[src/rtl/memoria_pkg.sv]
// Shared definitions for the FIFO access controller.
//   DATA_W_DEF     : default data width (matches the FIFO word)
//   CNT_W_DEF      : default width of the per-producer grant counters
//   estado_lect_t  : read-side sequencer states
package memoria_pkg;

   localparam int unsigned DATA_W_DEF = 16;
   localparam int unsigned CNT_W_DEF  = 16;

   typedef enum logic [1:0] {
      VACIO  = 2'd0,
      ESPERA = 2'd1,
      LLENO  = 2'd2
   } estado_lect_t;

endpackage

[src/rtl/arbitro_rr.sv]
// Two-input round-robin arbiter with a registered priority pointer.
//   clk, rst : clock, asynchronous active-high reset
//   req      : request per input
//   bloqueo  : suppresses every grant (target cannot accept)
//   gnt      : one-hot grant, combinational from req and the pointer
module arbitro_rr
(
   input  logic       clk,
   input  logic       rst,
   input  logic [1:0] req,
   input  logic       bloqueo,
   output logic [1:0] gnt
);

   logic prio_q, prio_d;

   always_comb begin
      gnt = 2'b00;
      if (!bloqueo && !rst) begin
         unique case (req)
            2'b01:   gnt = 2'b01;
            2'b10:   gnt = 2'b10;
            2'b11:   gnt = prio_q ? 2'b10 : 2'b01;
            default: gnt = 2'b00;
         endcase
      end
   end

   // Pointer moves to the loser after any grant, even without contention.
   always_comb begin
      prio_d = prio_q;
      if (gnt[0]) begin
         prio_d = 1'b1;
      end else if (gnt[1]) begin
         prio_d = 1'b0;
      end
   end

   always_ff @(posedge clk or posedge rst) begin
      if (rst) begin
         prio_q <= 1'b0;
      end else begin
         prio_q <= prio_d;
      end
   end

endmodule

[src/rtl/arbitro_memoria.sv]
// Shares one synchronous FIFO between two write producers and one read consumer.
// Write side: round-robin arbitration, valid/ack with zero latency.
// Read side: sequences rd_en around the FIFO's one-cycle read latency and
// presents the word on a valid/ready interface.
// Ports:
//   clk, rst                 : clock, asynchronous active-high reset
//   req0/dato0/ack0          : producer 0 handshake
//   req1/dato1/ack1          : producer 1 handshake
//   fifo_din/fifo_wr_en      : FIFO write port
//   fifo_rd_en/fifo_dout     : FIFO read port (dout valid one cycle after rd_en)
//   fifo_full/fifo_empty     : FIFO flags
//   out_dato/out_valid/out_ready : consumer interface
//   cnt0/cnt1                : saturating grant counters (ARB_ESTADISTICAS_EN only)
// Optional feature macro: ARB_ESTADISTICAS_EN.
module arbitro_memoria
   import memoria_pkg::*;
#(
   parameter int unsigned DATA_W = DATA_W_DEF,
   parameter int unsigned CNT_W  = CNT_W_DEF
)
(
   input  logic              clk,
   input  logic              rst,
   input  logic              req0,
   input  logic [DATA_W-1:0] dato0,
   output logic              ack0,
   input  logic              req1,
   input  logic [DATA_W-1:0] dato1,
   output logic              ack1,
   output logic [DATA_W-1:0] fifo_din,
   output logic              fifo_wr_en,
   output logic              fifo_rd_en,
   input  logic [DATA_W-1:0] fifo_dout,
   input  logic              fifo_full,
   input  logic              fifo_empty,
   output logic [DATA_W-1:0] out_dato,
   output logic              out_valid,
   input  logic              out_ready
`ifdef ARB_ESTADISTICAS_EN
   ,
   output logic [CNT_W-1:0]  cnt0,
   output logic [CNT_W-1:0]  cnt1
`endif
);

   // ---------------- Write side ----------------
   logic [1:0] gnt;

   arbitro_rr u_arbitro_rr (
      .clk     (clk),
      .rst     (rst),
      .req     ({req1, req0}),
      .bloqueo (fifo_full),
      .gnt     (gnt)
   );

   // The arbiter already gates grants with rst.
   assign ack0       = gnt[0];
   assign ack1       = gnt[1];
   assign fifo_wr_en = gnt[0] | gnt[1];
   assign fifo_din   = gnt[1] ? dato1 : dato0;

   // ---------------- Read side ----------------
   estado_lect_t      estado_q, estado_d;
   logic [DATA_W-1:0] out_dato_q, out_dato_d;

   always_ff @(posedge clk or posedge rst) begin
      if (rst) begin
         estado_q   <= VACIO;
         out_dato_q <= '0;
      end else begin
         estado_q   <= estado_d;
         out_dato_q <= out_dato_d;
      end
   end

   always_comb begin
      estado_d   = estado_q;
      out_dato_d = out_dato_q;
      unique case (estado_q)
         VACIO: begin
            if (!fifo_empty) estado_d = ESPERA;
         end
         ESPERA: begin
            // FIFO dout is valid now, one cycle after rd_en.
            out_dato_d = fifo_dout;
            estado_d   = LLENO;
         end
         LLENO: begin
            if (out_ready) estado_d = fifo_empty ? VACIO : ESPERA;
         end
         default: estado_d = VACIO;
      endcase
   end

   // Mealy read enable: issue only when the FIFO reports data right now.
   always_comb begin
      fifo_rd_en = 1'b0;
      if (!rst && !fifo_empty) begin
         unique case (estado_q)
            VACIO:   fifo_rd_en = 1'b1;
            LLENO:   fifo_rd_en = out_ready;
            default: fifo_rd_en = 1'b0;
         endcase
      end
   end

   assign out_valid = (estado_q == LLENO);
   assign out_dato  = out_dato_q;

`ifdef ARB_ESTADISTICAS_EN
   // ---------------- Grant statistics ----------------
   logic [CNT_W-1:0] cnt0_q, cnt1_q;

   always_ff @(posedge clk or posedge rst) begin
      if (rst) begin
         cnt0_q <= '0;
         cnt1_q <= '0;
      end else begin
         if (ack0 && (cnt0_q != {CNT_W{1'b1}})) cnt0_q <= cnt0_q + CNT_W'(1);
         if (ack1 && (cnt1_q != {CNT_W{1'b1}})) cnt1_q <= cnt1_q + CNT_W'(1);
      end
   end

   assign cnt0 = cnt0_q;
   assign cnt1 = cnt1_q;
`endif

endmodule
[config.mk]
export PLATFORM = sky130hd
export DESIGN_NAME = arbitro_memoria
export DESIGN_NICKNAME = d
export VERILOG_FILES = /design/src/rtl/memoria_pkg.sv /design/src/rtl/arbitro_rr.sv /design/src/rtl/arbitro_memoria.sv
export SDC_FILE = /design/constraint.sdc
export NUM_CORES = 1
export LEC_CHECK = 0
export BUFFER_PORTS_ARGS = -buffer_cell sky130_fd_sc_hd__buf_2
export CAP_MARGIN = 20
export CORE_AREA = 2 2 67 69
export DETAILED_ROUTE_END_ITERATION = 8
export DIE_AREA = 0 0 69 71
export GPL_TIMING_DRIVEN = 0
export HOLD_SLACK_MARGIN = 0.12
export PLACE_DENSITY = 0.68
export SLEW_MARGIN = 20
export SYNTH_ARGS = -nofsm -noshare
export SYNTH_HDL_FRONTEND = slang
export SYNTH_HIERARCHICAL = 1
export SYNTH_SLANG_ARGS = --single-unit
export TNS_END_PERCENT = 50
[constraint.sdc]
create_clock -name clk -period 1.5 [get_ports clk]
set_input_delay 0.075 -clock clk [delete_from_list [all_inputs] [get_ports clk]]
set_output_delay 0.075 -clock clk [all_outputs]
set_load 0.02 [all_outputs]
; ---- Word level (Yosys, flattened, before mapping)
; Cells that the tools add are included.
[op_classes]
add_sub_neg = 0
mul = 0
div = 0
order_cmp = 0
n_eq_ne = 7
shifts = 0
mux = 12
n_bitwise = 1
reduce_logical = 8
[op_table]
columns = op, n
row1 = 2-to-1 mux 16 bit, 1
row2 = one-hot mux 2 bit (3 select lines), 2
row3 = 2-to-1 mux 2 bit, 4
row4 = == test 2 bit (second input constant), 3
row5 = == test 2 x 1 -> 1 bit (second input constant), 2
row6 = 2-to-1 mux 1 bit, 4
row7 = logical NOT 1 bit, 3
row8 = logical AND 1 bit, 2
row9 = logical NOT 2 bit, 1
row10 = inequality test 2 x 1 -> 1 bit (second input constant), 1
row11 = inequality test 2 bit (second input constant), 1
row12 = one-hot mux 1 bit (2 select lines), 1
row13 = AND reduction 2 bit, 1
row14 = nonzero test 2 bit, 1
row15 = bitwise OR 1 bit, 1
[word_totals]
ff_bits = 19
latchBits = 0
ramBits = 0
rom_bits = 0
in_bits = 55
output_inout_bits = 37
word_cells = 31
mem_count = 0

; ---- Logic depth before layout (Yosys ltp)
[depth]
word_depth = 5
mapped_depth = 5

; ---- By module
; Netlist, hierarchy kept.
[modules_own_cells]
columns = mod, n_inst, cells_each, area_each_um2
row1 = arbitro_memoria, 1, 62, 938.4
row2 = arbitro_rr, 1, 9, 78.8

; ---- Least setup slack after synthesis
; OpenSTA, ideal clock, no wires.
[synth_timing]
path_type = register to output
startpoint = register u_arbitro_rr.prio_q
endpoint = output fifo_din[10]
arrival_time_ps = 1863
t_required_ps = 1425
slack_ps = -438
path_stages_with_launch = 6
n_path_buf = 2
cell_sequence = dfrtp_1 inv_1 a21boi_0 buf_2 buf_2 mux2_2
[synth_via]
elab_chain_cells = 4
[synth_lines]
columns = element, line_no
row1 = "start, declared", arbitro_rr.sv:15  ; logic prio_q, prio_d;
row2 = "start signal, assigned", arbitro_rr.sv:43  ; prio_q <= prio_d;
row3 = 2-to-1 mux 2 bit, arbitro_rr.sv:23  ; 2'b11: gnt = prio_q ? 2'b10 : 2'b01;
row4 = one-hot mux 2 bit (3 select lines), arbitro_rr.sv:20  ; unique case (req)
row5 = 2-to-1 mux 2 bit, arbitro_rr.sv:19  ; if (!bloqueo && !rst) begin
row6 = named net ack1, arbitro_memoria.sv:29  ; output logic ack1,
row7 = 2-to-1 mux 16 bit, arbitro_memoria.sv:61  ; assign fifo_din = gnt[1] ? dato1 : dato0;
row8 = "end, declared", arbitro_memoria.sv:30  ; output logic [DATA_W-1:0] fifo_din,
; The timed path passes the listed nets, and every way through them passes these cells.

; ---- Worst setup path in the final report
[layout_timing]
startpoint = register u_arbitro_rr.prio_q
endpoint = output fifo_din[10]
[layout_via]
elab_chain_cells = 4
[layout_lines]
columns = element, line_no
row1 = 2-to-1 mux 2 bit, arbitro_rr.sv:23
row2 = one-hot mux 2 bit (3 select lines), arbitro_rr.sv:20
row3 = 2-to-1 mux 2 bit, arbitro_rr.sv:19
row4 = 2-to-1 mux 16 bit, arbitro_memoria.sv:61
; Every way passes these cells.

==> results.env <==
SYNTH.LIB_CELLS_USED.DISTINCT=19
YOSYS_WARNINGS=6
MIN_DELAY_PATH_DEPTH=3
SYNTH_FP_NETS=126
REGTOREGENDPOINT='out_dato[14]$_DFFE_PP0N_'
WORST_PATH_ARRIVAL_NS=1.54
AVG_SYNTHESIZED_CELL_AREA_UM2=14.3
IOPINCOUNT=92
FINALHOLDVIOLATIONS=0
CTS_SINKS=19
AREA_GROWTH_FROM_SYNTHESIS_TO_LAYOUT_PCT=100
SETUP_VIOLATIONS=17
POST_SYNTHESIS_SHARE_OF_CELL_AREA_SPENT_ON_AND_OR_NAND_AND_NOR_GATES=0.0344
MAXCAPVIOLATIONS=0
CTS.REPORTEDPATHS.CLKPINSLEW_NS=0.07
CRITICAL_PATH.MAX_FANOUT=5
PLACEDCELLCOUNT=214
MIN-DELAY-START='fifo_full'
VIOLATED_CHECKS='negative setup slack'
SYNTH_LARGEST_AREA_CELL='dfrtp_1'
LAYOUT.CELLS.NON_FILLER=243
CLOCK_INSERTION_DELAY_WORST_SKEW_NS=0.25
SYNTH.YOSYS.SEQ_AREA_SHARE=0.467
DIE_HEIGHT_UM=71
SETUP_WS_NS=-0.114
POSTSYNTHREGISTERBITS=19
SETUP.REG_TO_REG.WORST_SLACK_NS=0.23
DR.PASS1.ITERS=4
CELLLEAKAGEPOWER_nW=1.07
ROUTEDWLPERCELL_UM=13.7
REPORT.FINAL.SLEW_VIOL_COUNT=0
POST-PLACE-WS_NS=-0.134
FINALCRITICALPERIOD_NS=1.61
DRC=0
PNR_TOTAL_POWER_mW=2.27
POST_DETAIL_PLACE_HPWL_UM=2220
POST_SYNTHESIS_CELL_COUNT=71
NUMBER_OF_BUFFERS_CREATED_BY_CTS=3
DIEWIDTH_UM=69
ROW_COUNT=24
FMAX_MHz=620
GRT_ANTENNA_BEFORE_REPAIR=0
SYNTH_TOP_CELL_AREA_SHARE=0.467
FINAL_ANTENNA_NET_COUNT=0
ROUTE.VIAS.TOTAL=1009
SYNTH_COMPOUND_AREA_FRAC=0.0381
CORE_AREA_UM2=4200
HTREEDEPTH=1
TIMING.CRITICAL_PATH.TO_TYPE='output port'
ROUTED_WIRELENGTH_UM=3330
PLACEMENT.IO_BUFFERS=91
CRIT_TYPE='flip-flop to output port'
WORST_PATH_REQUIRED_TIME_NS=1.42
MIN_PERIOD_OVER_PERIOD=1.08
WORST_R2R_STARTPOINT='estado_q[1]$_DFFE_PP0P_'
WHS_ENDPOINT='u_arbitro_rr/prio_q$_DFFE_PP0P_'
RSZ_0062_RAISED_AFTER_GLOBAL_ROUTING='yes'
INITIAL_UTILIZATION=0.242
FIRST_GLOBAL_VIAS=1091
GRT_OVERFLOW=0
AGGREGATE_GLOBAL_ROUTE_RESOURCE_USAGE=0.122
DOMINANT_COMBINATIONAL_CELL_FAMILY_BY_AREA_AFTER_SYNTHESIS='multiplexers'
SYNTH_XOR_XNOR_AREA_SHARE=0
LAYOUT_COMMON_CELLS='75 x buf_2, 25 x mux2_4, 20 x buf_6, 20 x dlygate4sd3_1, 19 x dfrtp_1'
DRTITER0DRC=14
SETUP.WORST_PATH.START_CLASS='flip-flop'
SLEW_MARGIN_REL=0.539
WORST_IR_DROP_VDD_uV=525
CTS_ROOT_BUFFER='clkbuf_8'
SYNTH.MUX.AREA_FRACTION=0.397
GP_CONGESTION=0.658
OVERALL_DIE_AREA_UM2=4900
CLOCK_TREE.BUFFER_DEPTH=2
WORST_SLEW_PIN_SLEW_NS=0.690
GRT_FIRST_PASS_WIRELENGTH_UM=4890
POWERDENSITY_nW_PER_UM2=1120
POST_DRT_VIA_CELL_RATIO=4.15
LAYOUT-DRIVE-GT1-SHARE=0.733
LARGEST_NET_DEGREE_AT_THE_START_OF_GLOBAL_ROUTING=19
FINAL.SETUP_SKEW_NS=0.00163
ANTENNADIODECOUNT=0
SYNTHESIS.AREA_UM2=1020
CTS_TREE='built'
SYNTH.AREA.TOP_CELLS='dfrtp_1 47%, mux2_2 25%, mux2_4 13%'
STATUS='complete, but fails checks'
LAYOUT_COMMONEST_CELL='buf_2'
MIN-DELAY-PATH-CLASS='input pin to flip-flop'
LAYOUT.NETS=247
TIMING.REG2REG.WORST_PATH_DEPTH=4
SYNTHADDERAREAFRAC=0
-- logic make-up after synthesis --
kind of cell | Yosys count
buf+inv | 9
flops | 19
simple gates | 5
mux | 33
compound gates | 5
-- flip-flops by register name (all words and copies together) (netlist names) --
name and count:
u_arbitro_rr/prio_q 1, estado_q 2, out_dato 16
-- report_power, final --
part	leakage (nW)	switching (mW)	internal (mW)	total, mW
Clock	0.0228	0.158	0.188	0.346
Combinational	0.825	0.538	0.591	1.13
Sequential	0.223	0.0963	0.703	0.799
-- how the worst max path moves through the flow --
stage,endpoint,start
2_1_floorplan,fifo_din[10],u_arbitro_rr/prio_q$_DFFE_PP0P_
3_3_place_gp,fifo_din[6],rst
3_5_place_dp,fifo_din[6],rst
4_1_cts,fifo_din[7],u_arbitro_rr/prio_q$_DFFE_PP0P_
5_1_grt,fifo_din[10],u_arbitro_rr/prio_q$_DFFE_PP0P_
6_report,fifo_din[10],u_arbitro_rr/prio_q$_DFFE_PP0P_
-- layer usage --
| layer | GRT usage | routed length [um] | up-vias |
|---|---|---|---|
| li1 | - | - | 488 |
| met2 | 0.234 | 1820 | 51 |
| met4 | 0.0196 | 31 | 0 |
| met3 | 0.0342 | 239 | 4 |
| met1 | 0.136 | 1240 | 466 |
| met5 | 0 | 0 | - |
-- critical path, cell delays in order (launching register included) --
cell and delay [ns]:
dfrtp_1 0.36, inv_2 0.05, a21boi_4 0.16, buf_6 0.14, clkbuf_16 0.14, mux2_4 0.30, buf_6 0.13
-- metrics by stage --
step | TNS (ns) | util | hold slack [ns] | area [um2]
after floorplan | 0 | - | -0.196 | 1030
after global placement | -1.08 | 0.370 | -0.0508 | 1560
after detailed placement | -1.09 | 0.370 | -0.0488 | 1560
after CTS | -1.62 | 0.438 | 0.127 | 1840
after global routing | -2.40 | 0.484 | 0.152 | 2030
final | -1.68 | 0.484 | 0.134 | 2030
-- synthesized netlist by cell type --
cell type,number
mux2_2,23
dfrtp_1,19
mux2_4,9
inv_1,4
buf_2,2
a2111oi_0,1
a211oi_1,1
a21bo_2,1
a21boi_0,1
a21oi_1,1
buf_12,1
buf_4,1
buf_6,1
mux2i_1,1
nand2b_1,1
nor2b_1,1
nor3b_1,1
or2_2,1
or3b_1,1
-- final cells by class --
| cell class | instances | area [um2] |
|---|---|---|
| fill | 384 | 2170 |
| timing repair buffer | 116 | 818 |
| multi-input combinational | 43 | 551 |
| sequential | 19 | 475 |
| buffer | 5 | 65.1 |
| tap | 52 | 65.1 |
| clock buffer | 4 | 45.0 |
| inverter | 4 | 15.0 |
-- repair_timing --
item	4_1_cts	5_1_grt
pin swaps	0	1
resized for setup	6	48
hold buffers	20	0
setup endpoints to repair	17	17
gates cloned	0	1
buffers inserted	3	1
hold endpoints to repair	37	0
Power figures use the tool's default switching activity.
